**config.mk**
```make
export PLATFORM = sky130hd
export DESIGN_NAME = mdu_ctrl
export DESIGN_NICKNAME = d
export VERILOG_FILES = /design/src/rtl/mdu_ctrl.sv
export SDC_FILE = /design/constraint.sdc
export NUM_CORES = 1
export LEC_CHECK = 0
export BUFFER_PORTS_ARGS = -buffer_cell sky130_fd_sc_hd__buf_4
export CAP_MARGIN = 20
export CORE_MARGIN = 2
export CORE_UTILIZATION = 45
export DETAILED_ROUTE_END_ITERATION = 8
export MAX_ROUTING_LAYER = met4
export PLACE_DENSITY_LB_ADDON = 0.08
export SLEW_MARGIN = 30
export SYNTH_ARGS = -nofsm -noshare
export SYNTH_HDL_FRONTEND = slang
export SYNTH_SLANG_ARGS = --single-unit
```
**constraint.sdc**
```tcl
create_clock -name clk -period 8.5 [get_ports clk]
set_input_delay 0 -clock clk [delete_from_list [all_inputs] [get_ports clk]]
set_output_delay 0 -clock clk [all_outputs]
set_load 0.005 [all_outputs]
```
**src/rtl/mdu_ctrl.sv**
```systemverilog
// rtl/mdu_ctrl.sv - iterative multiply/divide unit controller with HI/LO registers
//
// Purpose: sequences 32-cycle radix-2 multiply and restoring divide operations
// (plus MTHI/MTLO moves) and owns the architectural HI/LO registers.
//
// Configuration: define MDU_DIV_EN to build the divider. Without it, DIV/DIVU
// complete immediately with done and div_by_zero and leave HI/LO untouched.
//
// Ports:
//   clk          in   clock, rising edge
//   rst          in   synchronous active-low reset
//   start        in   begin an operation (sampled only in IDLE)
//   op[2:0]      in   0 MULT, 1 MULTU, 2 DIV, 3 DIVU, 4 MTHI, 5 MTLO, 6-7 reserved
//   a[31:0]      in   multiplicand / dividend / MTHI-MTLO source
//   b[31:0]      in   multiplier / divisor
//   cancel       in   flush; aborts an in-flight operation
//   busy         out  operation in flight
//   done         out  one-cycle pulse, hi/lo updated
//   div_by_zero  out  pulses with done for a divide by zero
//   hi[31:0]     out  HI register
//   lo[31:0]     out  LO register

module mdu_ctrl (
    input  logic        clk,
    input  logic        rst,
    input  logic        start,
    input  logic [2:0]  op,
    input  logic [31:0] a,
    input  logic [31:0] b,
    input  logic        cancel,
    output logic        busy,
    output logic        done,
    output logic        div_by_zero,
    output logic [31:0] hi,
    output logic [31:0] lo
);

    typedef enum logic [1:0] {
        ST_IDLE = 2'd0,
        ST_MUL  = 2'd1,
        ST_DIV  = 2'd2,
        ST_FIX  = 2'd3
    } state_t;

    localparam logic [2:0] OP_MULT  = 3'd0;
    localparam logic [2:0] OP_MULTU = 3'd1;
    localparam logic [2:0] OP_DIV   = 3'd2;
    localparam logic [2:0] OP_DIVU  = 3'd3;
    localparam logic [2:0] OP_MTHI  = 3'd4;
    localparam logic [2:0] OP_MTLO  = 3'd5;

    state_t      state_q, state_d;
    logic [4:0]  cnt_q, cnt_d;
    logic [63:0] prod_q, prod_d;     // mul: {partial sum, multiplier}; div: {remainder, quotient}
    logic [31:0] opnd_q, opnd_d;     // multiplicand or divisor magnitude
    logic        neg_res_q, neg_res_d;
    logic [31:0] hi_q, hi_d;
    logic [31:0] lo_q, lo_d;
    logic        done_q, done_d;
    logic        dbz_q, dbz_d;
`ifdef MDU_DIV_EN
    logic        neg_rem_q, neg_rem_d;
    logic        dbz_flag_q, dbz_flag_d;
    logic        is_div_q, is_div_d;
`endif

    // Signed ops (MULT/DIV have op[0] == 0) work on magnitudes.
    logic        is_signed;
    logic [31:0] a_abs;
    logic [31:0] b_abs;
    assign is_signed = ~op[0];
    assign a_abs     = (is_signed && a[31]) ? -a : a;
    assign b_abs     = (is_signed && b[31]) ? -b : b;

    // Shift-add step: add multiplicand into the upper half when the current
    // multiplier bit is set, then shift the whole product right by one.
    logic [32:0] mul_sum;
    logic [63:0] mul_next;
    logic [63:0] mul_res;
    assign mul_sum  = {1'b0, prod_q[63:32]} + (prod_q[0] ? {1'b0, opnd_q} : 33'd0);
    assign mul_next = {mul_sum, prod_q[31:1]};
    assign mul_res  = neg_res_q ? -prod_q : prod_q;

`ifdef MDU_DIV_EN
    // Restoring step: shift {rem, quo} left, try subtracting the divisor.
    // The remainder stays below the divisor, so the shifted trial fits 33 bits.
    logic [32:0] div_trial;
    logic [33:0] div_diff;
    logic [63:0] div_next;
    logic [31:0] quo_fix;
    logic [31:0] rem_fix;
    assign div_trial = prod_q[63:31];
    assign div_diff  = {1'b0, div_trial} - {2'b00, opnd_q};
    assign div_next  = div_diff[33] ? {div_trial[31:0], prod_q[30:0], 1'b0}
                                    : {div_diff[31:0],  prod_q[30:0], 1'b1};
    assign quo_fix   = neg_res_q ? -prod_q[31:0]  : prod_q[31:0];
    assign rem_fix   = neg_rem_q ? -prod_q[63:32] : prod_q[63:32];
`endif

    always_comb begin
        state_d   = state_q;
        cnt_d     = cnt_q;
        prod_d    = prod_q;
        opnd_d    = opnd_q;
        neg_res_d = neg_res_q;
        hi_d      = hi_q;
        lo_d      = lo_q;
        done_d    = 1'b0;
        dbz_d     = 1'b0;
`ifdef MDU_DIV_EN
        neg_rem_d  = neg_rem_q;
        dbz_flag_d = dbz_flag_q;
        is_div_d   = is_div_q;
`endif
        case (state_q)
            ST_IDLE: begin
                // cancel wins over a simultaneous start
                if (start && !cancel) begin
                    case (op)
                        OP_MULT, OP_MULTU: begin
                            state_d   = ST_MUL;
                            cnt_d     = 5'd0;
                            opnd_d    = a_abs;
                            prod_d    = {32'd0, b_abs};
                            neg_res_d = is_signed & (a[31] ^ b[31]);
`ifdef MDU_DIV_EN
                            is_div_d  = 1'b0;
`endif
                        end
`ifdef MDU_DIV_EN
                        OP_DIV, OP_DIVU: begin
                            state_d    = ST_DIV;
                            cnt_d      = 5'd0;
                            opnd_d     = b_abs;
                            prod_d     = {32'd0, a_abs};
                            neg_res_d  = is_signed & (a[31] ^ b[31]);
                            neg_rem_d  = is_signed & a[31];
                            dbz_flag_d = (b == 32'd0);
                            is_div_d   = 1'b1;
                        end
`else
                        OP_DIV, OP_DIVU: begin
                            done_d = 1'b1;
                            dbz_d  = 1'b1;
                        end
`endif
                        OP_MTHI: begin
                            hi_d   = a;
                            done_d = 1'b1;
                        end
                        OP_MTLO: begin
                            lo_d   = a;
                            done_d = 1'b1;
                        end
                        default: ;
                    endcase
                end
            end
            ST_MUL: begin
                if (cancel) begin
                    state_d = ST_IDLE;
                end else begin
                    prod_d = mul_next;
                    cnt_d  = cnt_q + 5'd1;
                    if (cnt_q == 5'd31) state_d = ST_FIX;
                end
            end
`ifdef MDU_DIV_EN
            ST_DIV: begin
                if (cancel) begin
                    state_d = ST_IDLE;
                end else begin
                    prod_d = div_next;
                    cnt_d  = cnt_q + 5'd1;
                    if (cnt_q == 5'd31) state_d = ST_FIX;
                end
            end
`endif
            ST_FIX: begin
                state_d = ST_IDLE;
                if (!cancel) begin
                    done_d = 1'b1;
`ifdef MDU_DIV_EN
                    if (is_div_q) begin
                        // Divide by zero already leaves hi = a; only lo needs forcing.
                        lo_d  = dbz_flag_q ? 32'hFFFF_FFFF : quo_fix;
                        hi_d  = rem_fix;
                        dbz_d = dbz_flag_q;
                    end else
`endif
                    begin
                        hi_d = mul_res[63:32];
                        lo_d = mul_res[31:0];
                    end
                end
            end
            default: state_d = ST_IDLE;
        endcase
    end

    always_ff @(posedge clk) begin
        if (!rst) begin
            state_q   <= ST_IDLE;
            cnt_q     <= 5'd0;
            prod_q    <= 64'd0;
            opnd_q    <= 32'd0;
            neg_res_q <= 1'b0;
            hi_q      <= 32'd0;
            lo_q      <= 32'd0;
            done_q    <= 1'b0;
            dbz_q     <= 1'b0;
`ifdef MDU_DIV_EN
            neg_rem_q  <= 1'b0;
            dbz_flag_q <= 1'b0;
            is_div_q   <= 1'b0;
`endif
        end else begin
            state_q   <= state_d;
            cnt_q     <= cnt_d;
            prod_q    <= prod_d;
            opnd_q    <= opnd_d;
            neg_res_q <= neg_res_d;
            hi_q      <= hi_d;
            lo_q      <= lo_d;
            done_q    <= done_d;
            dbz_q     <= dbz_d;
`ifdef MDU_DIV_EN
            neg_rem_q  <= neg_rem_d;
            dbz_flag_q <= dbz_flag_d;
            is_div_q   <= is_div_d;
`endif
        end
    end

    assign busy        = (state_q != ST_IDLE);
    assign done        = done_q;
    assign div_by_zero = dbz_q;
    assign hi          = hi_q;
    assign lo          = lo_q;

endmodule

```
# Word-level counts from Yosys, hierarchy flattened
# Cells that the tools add are included.
# totals
output_inout_bits	67
in_bits	71
word_cells	80
regBits	170
# op_classes
n_mux	30
addsub	5
n_eq_ne	15
n_reduce_logical	18
bitwise	3
# op_table
op	count
two-way mux 32 bit	9
two-way mux 64 bit	4
case mux 32 bit (2 select lines)	2
case mux 64 bit (2 select lines)	1
negation 32 bit	2
negation 64 bit	1
adder 32 x 32 -> 33 bit	1
two-way mux 5 bit	3
AND reduction 4 bit	3
case mux 5 bit (2 select lines)	1
AND reduction 3 bit	3
two-way mux 2 bit	4
== test 3 x 2 -> 1 bit, second input constant	2
== test 3 bit, second input constant	2
!= test 2 x 1 -> 1 bit, second input constant	3
!= test 2 bit, second input constant	3
nonzero test 2 bit	3
adder 5 x 1 -> 5 bit, second input constant	1
== test 5 bit, second input constant	1
two-way mux 1 bit	4
case mux 2 bit (2 select lines)	1
OR reduction 2 bit	2
OR reduction 4 bit	1
== test 3 x 1 -> 1 bit, second input constant	1
11 further kinds	13

# Depth between registers and ports, before layout
# Gate-level depths: netlist of the first run.
# depth
word_depth	6
depth_mapped	13
depth_no_buf	11

# Least setup slack after synthesis of the first run
# No wires, ideal clock.
# synth_path
path_type	flip-flop to flip-flop
start	register prod_q[0]
end	register prod_q[57]
setup_ns	0.121
required_ns	8.379
n_path_buf	2
path_slack_ns	5.305
stages_incl_launch_ff	14
t_arrival_ns	3.074
period_less_slack_ns	3.195
cell_sequence	dfxtp_1 clkbuf_1 clkbuf_1 and2_1 ha_1 inv_1 fa_1 nor2b_1 o31a_1 o21ai_0 o221a_2 o41ai_1 or2_2 nand3_1
# synth_between
elab_chain_cells	4
# synth_lines
element	line	text
start: declaration	54	logic [63:0] prod_q, prod_d;
start signal: assignment	220	prod_q <= prod_d;
two-way mux 32 bit	80	assign mul_sum = {1'b0, prod_q[63:32]} + (prod_q[0] ? {1'b0, opnd_q} : 33'd0);
adder 32 x 32 -> 33 bit	80	
two-way mux 64 bit	160	if (cancel) begin
case mux 64 bit (2 select lines)	115	case (state_q)
# Every way passes these cells. The select of a mux whose other input is x is not followed.
# A chain may end at the register's enable or synchronous reset.

# Worst setup path in the final report of the first run
# layout_path
start	register prod_q[0]
end	register prod_q[53]
# The elaborated chain is that of the path after synthesis.

==> impl_metrics.toml, run 1 <==
[timing]
finalHoldViolations = 0
slew_headroom_pct = 36.3
finalSetupViolCount = 0
tns_ps = 0
period_minus_slack_ps = 3320
skew_ps = 17.2
min_period_over_period_pct = 39.0
tightest_slew_ps = 955
rsz0062_at_grt = "false"
fmax_ghz = 0.302
slew_viol_final = 0

[worst_setup_path]
path_cells = "and2_1 -> ha_1 -> inv_1 -> fa_1 -> nor2b_1 -> o31a_1 -> o21ai_0 -> o221a_2 -> o41ai_1 -> xnor2_1 -> o21ai_0"
timing.rr.start = "prod_q[0]"
cp.arrival_ps = 3620
path_buf_inv = 1
cp.required_ps = 8810
cp_top_family = "compound AO/OA/AOI/OAI gates"
r2r_slack_ps = 5180
cp-start-kind = "flop"
max_stage_delay_ps = 640
critPathMostFrequentCell = "o21ai_0"
worstPathMaxFanout = 7
worst_path_max_delay_cell = "o41ai_1"
r2r-end = "prod_q[53]"
endpoint_kind = "flop"
setup.worst_path.class = "reg2reg"
ff2ff_path_depth = 11
cp.depth = 11

[synthesis]
syn_inst = 1573
yosysTopAreaCell = "dfxtp_1"
synth-edff-count = 0
postSynthAreaPerCell_um2 = 7.44
yosysMostFrequentCell = "nand2_1"
synth_area_mm2 = 0.0117
synth_top_flop_cell = "dfxtp_1"
synth_seq_area_share_pct = 29.1
ys_ff_latch = 170
syn_nets = 1687
synthTopCellsByCount = "nand2_1 (183), dfxtp_1 (170), nor2_1 (149)"
synthArstFlopShare_pct = 0
synth_warnings = 0
synth_top_area_share_pct = 29.1
ys_top_cells_by_area = "dfxtp_1 (29%), a21oi_1 (6.0%), nand2_1 (5.9%)"
ys_types = 70

[floorplan]
placementRows = 59
coreArea_mm2 = 0.0258
io_pins = 138
die_x_um = 165
die-area_mm2 = 0.0273
die_height_um = 165
start_util_pct = 45.4

[power]
ir_worst_vdd_mv = 0.125
cellPowerDensity_mw_per_mm2 = 148
p_leak_nw = 5.39

[worst_hold_path]
worstHoldEndpoint = "prod_q[5]"
hold_path_class = "in2reg"
worstHoldPathCells = 5
min-delay-start = "b[5]"

[cts]
cts_buffer_depth = 2
cts_tree = "done"
post_cts_buffers = 0
clk_pin_slew_ps = 80
cts_hold_buf = 45
htreeDepth = 4
cts_root_buffer = "clkbuf_16"
clk_latency_ps = 450
ctsResizeCount = 0
cts_inserted_buffers = 17
cts_sinks = 170

[routing]
drt-vias-per-instance = 6.07
drtPass1Iterations = 5
ant_nets = 0
drc = 0
vias = 12300
drtIter0Drc = 1216
routed_wirelength_um = 42000
wl_per_cell_um = 20.6

[finish]
antennaDiodeCount = 0
register_area_mm2 = 0.00340
fin_nets = 1801
final_layout_size_suffix_gt1_share_pct = 12.4
final_cell_area_mm2 = 0.0139
multiInputGateArea_mm2 = 0.00780
n_fill_cell = 2558
syn_to_final_growth_pct = 19.1

[grt]
track_usage_pct = 31.8
first_global_vias = 11400
grt_max_degree = 72
grt_antenna_before_repair = 0
grt_pass1_wl_um = 64900
gr-total-overflow = 0

[placement]
gp_congestion = 0.935
placed_area_mm2 = 0.0129
io_buffers = 137
hpwl_um = 31300

[run_status]
status = "finished clean"

[run]
maxCapViolCount = 0
-- area by class of cell --
cell class | count | area share, %
multi-input cells | 1267 | 55.9
flip-flops and latches | 170 | 24.4
repair buffers | 199 | 11.5
clock buffers | 17 | 3.05
well taps | 335 | 3.01
clock inverters | 15 | 1.17
inverters | 32 | 0.871
-- metal layers --
metal,GRT usage [%],part of all wire [%],wire (µm),up-vias
li1,-,-,-,5940
met1,42.9,45,19000,5823
met2,48.2,44,18500,500
met3,4.87,7.1,2990,86
met4,11.4,3.6,1510,0
met5,-,0,0,-
-- worst register-to-register path: stages, from the launching register on --
cell and delay (ps):
dfxtp_1 410, and2_1 160, ha_1 180, inv_1 60
fa_1 400, nor2b_1 190, o31a_1 240, o21ai_0 240
o221a_2 380, o41ai_1 640, xnor2_1 190, o21ai_0 80
-- where the power goes --
part,internal (W),switching (W),leakage [nW]
combinational,0.000148,0.000255,3.73
clock,0.000439,0.000375,0.287
sequential,0.000820,0.0000233,1.37
total,0.00141,0.000653,5.39
-- cell usage in the layout, fill, tap and decap left out, drive strengths merged, types with 9 or more instances in the layout --
master       count
a211o           11
a211oi          37
a21oi          141
a22oi            9
a31oi           21
and2            38
and3            22
buf            154
clkbuf          17
dfxtp          170
dlygate4sd3     45
ha              42
inv             37
mux2i           17
nand2          183
nand2b          12
nand3           47
nand4           15
nor2           149
nor3            37
nor4            19
o21ai          131
o31ai           30
o32ai           10
o41ai           18
or3             23
or4             14
xnor2           59
xor2            70
-- sequential cells by signal, summed over array words and instances, names as in the netlist --
| name | cells |
|---|---|
| opnd_q | 32 |
| hi | 32 |
| prod_q | 64 |
| div_by_zero | 1 |
| state_q | 2 |
| done | 1 |
| cnt_q | 5 |
| neg_res_q | 1 |
| lo | 32 |
-- cells by family after synthesis --
family          count (synthesis)  share of synthesized area, %
fa+ha+maj                      43                          4.66
compound gates                487                          26.3
flops                         170                          29.1
mux                            17                          1.45
buf+inv                       136                          4.43
simple gates                  591                          24.4
xor+xnor                      129                          9.65
-- per-stage QoR --
step | std cells | power [W] | worst slack [ps] | util, % | hold slack (ps)
after floorplan | 1573 | 0.00109 | 5300 | - | 136
after detailed placement | 1958 | 0.00124 | 5210 | 50.1 | 253
after CTS | 2035 | 0.00206 | 5190 | 54.1 | 2.12
after global routing | 2035 | 0.00214 | 4870 | 54.1 | 35.0
after global placement | 1958 | 0.00123 | 5280 | 50.1 | 252
final | 2035 | 0.00206 | 5180 | 54.1 | 6.47
-- worst max-delay path by stage --
stage | startpoint | end | slack, ps
2_1_floorplan | prod_q[0] | prod_q[57] | 5300
3_3_place_gp | prod_q[0] | prod_q[53] | 5280
3_5_place_dp | prod_q[0] | prod_q[53] | 5210
4_1_cts | prod_q[0] | prod_q[53] | 5190
5_1_grt | prod_q[0] | prod_q[53] | 4870
6_report | prod_q[0] | prod_q[53] | 5180
Power figures use the tool's default switching activity.
==> run 2: changes to the inputs <==
==> constraint.sdc (replaced) <==
create_clock -name clk -period 3.3 [get_ports clk]
set_input_delay 0 -clock clk [delete_from_list [all_inputs] [get_ports clk]]
set_output_delay 0 -clock clk [all_outputs]
set_load 0.005 [all_outputs]
==> run 2 against run 1 <==
  * Largest cell class unchanged
  * Clock skew about the same
  * Clock power rose to 2.5 times the previous value
  * Global-route usage up 0.25 points
  * Total power rose to 2.5 times the previous value
  * First-iteration DRC count up 16%
  * Critical path type is now in2reg
  * Via count up 1.7%
  * Critical path depth down 2
==> impl_metrics.toml, run 2 (synthesis results as in run 1) <==
[floorplan]
placementRows = 59
die-area_mm2 = 0.0273
start_util_pct = 45.4
io_pins = 138
die_x_um = 165
die_height_um = 165
coreArea_mm2 = 0.0258

[finish]
fin_nets = 1832
syn_to_final_growth_pct = 20.9
final_layout_size_suffix_gt1_share_pct = 13.8
final_cell_mix = "nand2_1 (183), buf_4 (183), dfxtp_1 (169)"
largest_reg_flops = 64
final_cells = 2066
antennaDiodeCount = 0
top_register = "prod_q"

[timing]
min_period_over_period_pct = 94.4
skew_ps = 17.0
finalSetupViolCount = 0
slew_headroom_pct = 35.4
period_minus_slack_ps = 3110
tightest_slew_ps = 968
setup_ws_ps = 186
fmax_ghz = 0.321
finalHoldViolations = 0
slew_viol_final = 0
rsz0062_at_grt = "false"
tns_ps = 0

[worst_setup_path]
endpoint_kind = "flop"
r2r-end = "lo[30]"
setup.worst_path.class = "in2reg"
ff2ff_path_depth = 7
cp.required_ps = 3670
r2r_slack_ps = 230
endpoint = "opnd_q[31]"
cp-start-kind = "primary input"
worstPathMaxFanout = 8
timing.rr.start = "prod_q[8]"
cp-startpoint = "a[6]"
cp.arrival_ps = 3480

[grt]
grt_antenna_before_repair = 0
gr-total-overflow = 0
track_usage_pct = 32.0
grt_max_degree = 85
grt_pass1_wl_um = 65300
first_global_vias = 11300

[routing]
drtPass1Iterations = 5
drc = 0
drt-vias-per-instance = 6.08
vias = 12600
routed_wirelength_um = 43000
ant_nets = 0
drtIter0Drc = 1406
wl_per_cell_um = 20.8

[placement]
placed_cells = 1987
dp_slack_ps = 298
gp_congestion = 0.932
io_buffers = 137
hpwl_um = 32000

[power]
power_frac_seq_pct = 41.3
cellPowerDensity_mw_per_mm2 = 371
ir_worst_vdd_mv = 0.287
p_int_w = 0.00353
p_sw_share_pct = 32.7
power.total_w = 0.00525
p_comb_share_pct = 20.0
clkPwrFrac_pct = 38.8
p_sw_w = 0.00172
p_leak_nw = 5.54

[run]
maxCapViolCount = 0

[cts]
clk_pin_slew_ps = 70
htreeDepth = 4
cts_buffer_depth = 2
cts_root_buffer = "clkbuf_16"
clk_latency_ps = 450
cts_tree = "done"
cts_inserted_buffers = 17
cts_sinks = 170
ctsResizeCount = 0

[worst_hold_path]
hold_path_class = "in2reg"

[run_status]
status = "finished clean"
-- run 2: cell types whose count changed in the layout (fill, tap and decap cells not counted), moves of 2 or more --
cell | before | now
clkinvlp_4 | 2 | 0
inv_6 | 5 | 8
clkinv_2 | 4 | 1
dlygate4sd3_1 | 45 | 47
buf_4 | 154 | 183
inv_8 | 1 | 3
bufinv_16 | 2 | 0
-- run 2: final cells by class --
| type | count | area, µm² |
|---|---|---|
| timing repair buffer | 230 | 1840 |
| inverter | 32 | 121 |
| tap | 335 | 419 |
| sequential | 170 | 3400 |
| fill | 2507 | 11600 |
| multi-input combinational | 1267 | 7800 |
| clock buffer | 19 | 443 |
| clock inverter | 13 | 121 |
-- run 2: how the worst min path moves through the flow --
| stage | startpoint | to | cells after the start |
|---|---|---|---|
| 2_1_floorplan | a[0] | opnd_q[0] | 2 |
| 3_3_place_gp | cancel | done | 2 |
| 3_5_place_dp | cancel | div_by_zero | 2 |
| 4_1_cts | b[12] | prod_q[12] | 5 |
| 5_1_grt | b[2] | prod_q[2] | 5 |
| 6_report | b[2] | prod_q[2] | 5 |
-- run 2: per-layer routing --
metal	share of wire, %	routed length (µm)	global-route usage, %
met4	2.7	1140	8.74
met3	7.2	3110	4.60
met1	45	19500	43.7
met5	0	0	-
met2	45	19200	49.6
-- run 2: power by group through the flow --
stage          combinational [W]  sequential, W  clock, W
6_report                 0.00105        0.00217   0.00204
5_1_grt                  0.00114        0.00217   0.00213
4_1_cts                  0.00103        0.00217   0.00205
3_5_place_dp            0.000984        0.00221         0
3_3_place_gp            0.000976        0.00221         0
2_1_floorplan           0.000611        0.00220         0
-- run 2: critical path: stages --
cell	delay [ps]
dlygate4sd3_1	540
buf_4	170
nor4_1	580
nand4_1	420
nor2_1	640
and4b_1	350
o21ai_0	80
dlygate4sd3_1	560
a21oi_1	140
-- run 2: per-stage QoR --
step	cell area (µm²)	hold WS, ps	utilization, %
2_1_floorplan	11700	136	-
3_3_place_gp	13100	253	50.9
3_5_place_dp	13100	254	50.9
4_1_cts	14100	4.95	54.9
5_1_grt	14200	40.7	54.9
6_report	14200	11.8	54.9
-- run 2: what timing repair did --
| action | in CTS | in global routing |
|---|---|---|
| hold buffers | 47 | 0 |
| setup buffers | 0 | 0 |
| hold endpoints to repair | 66 | 0 |
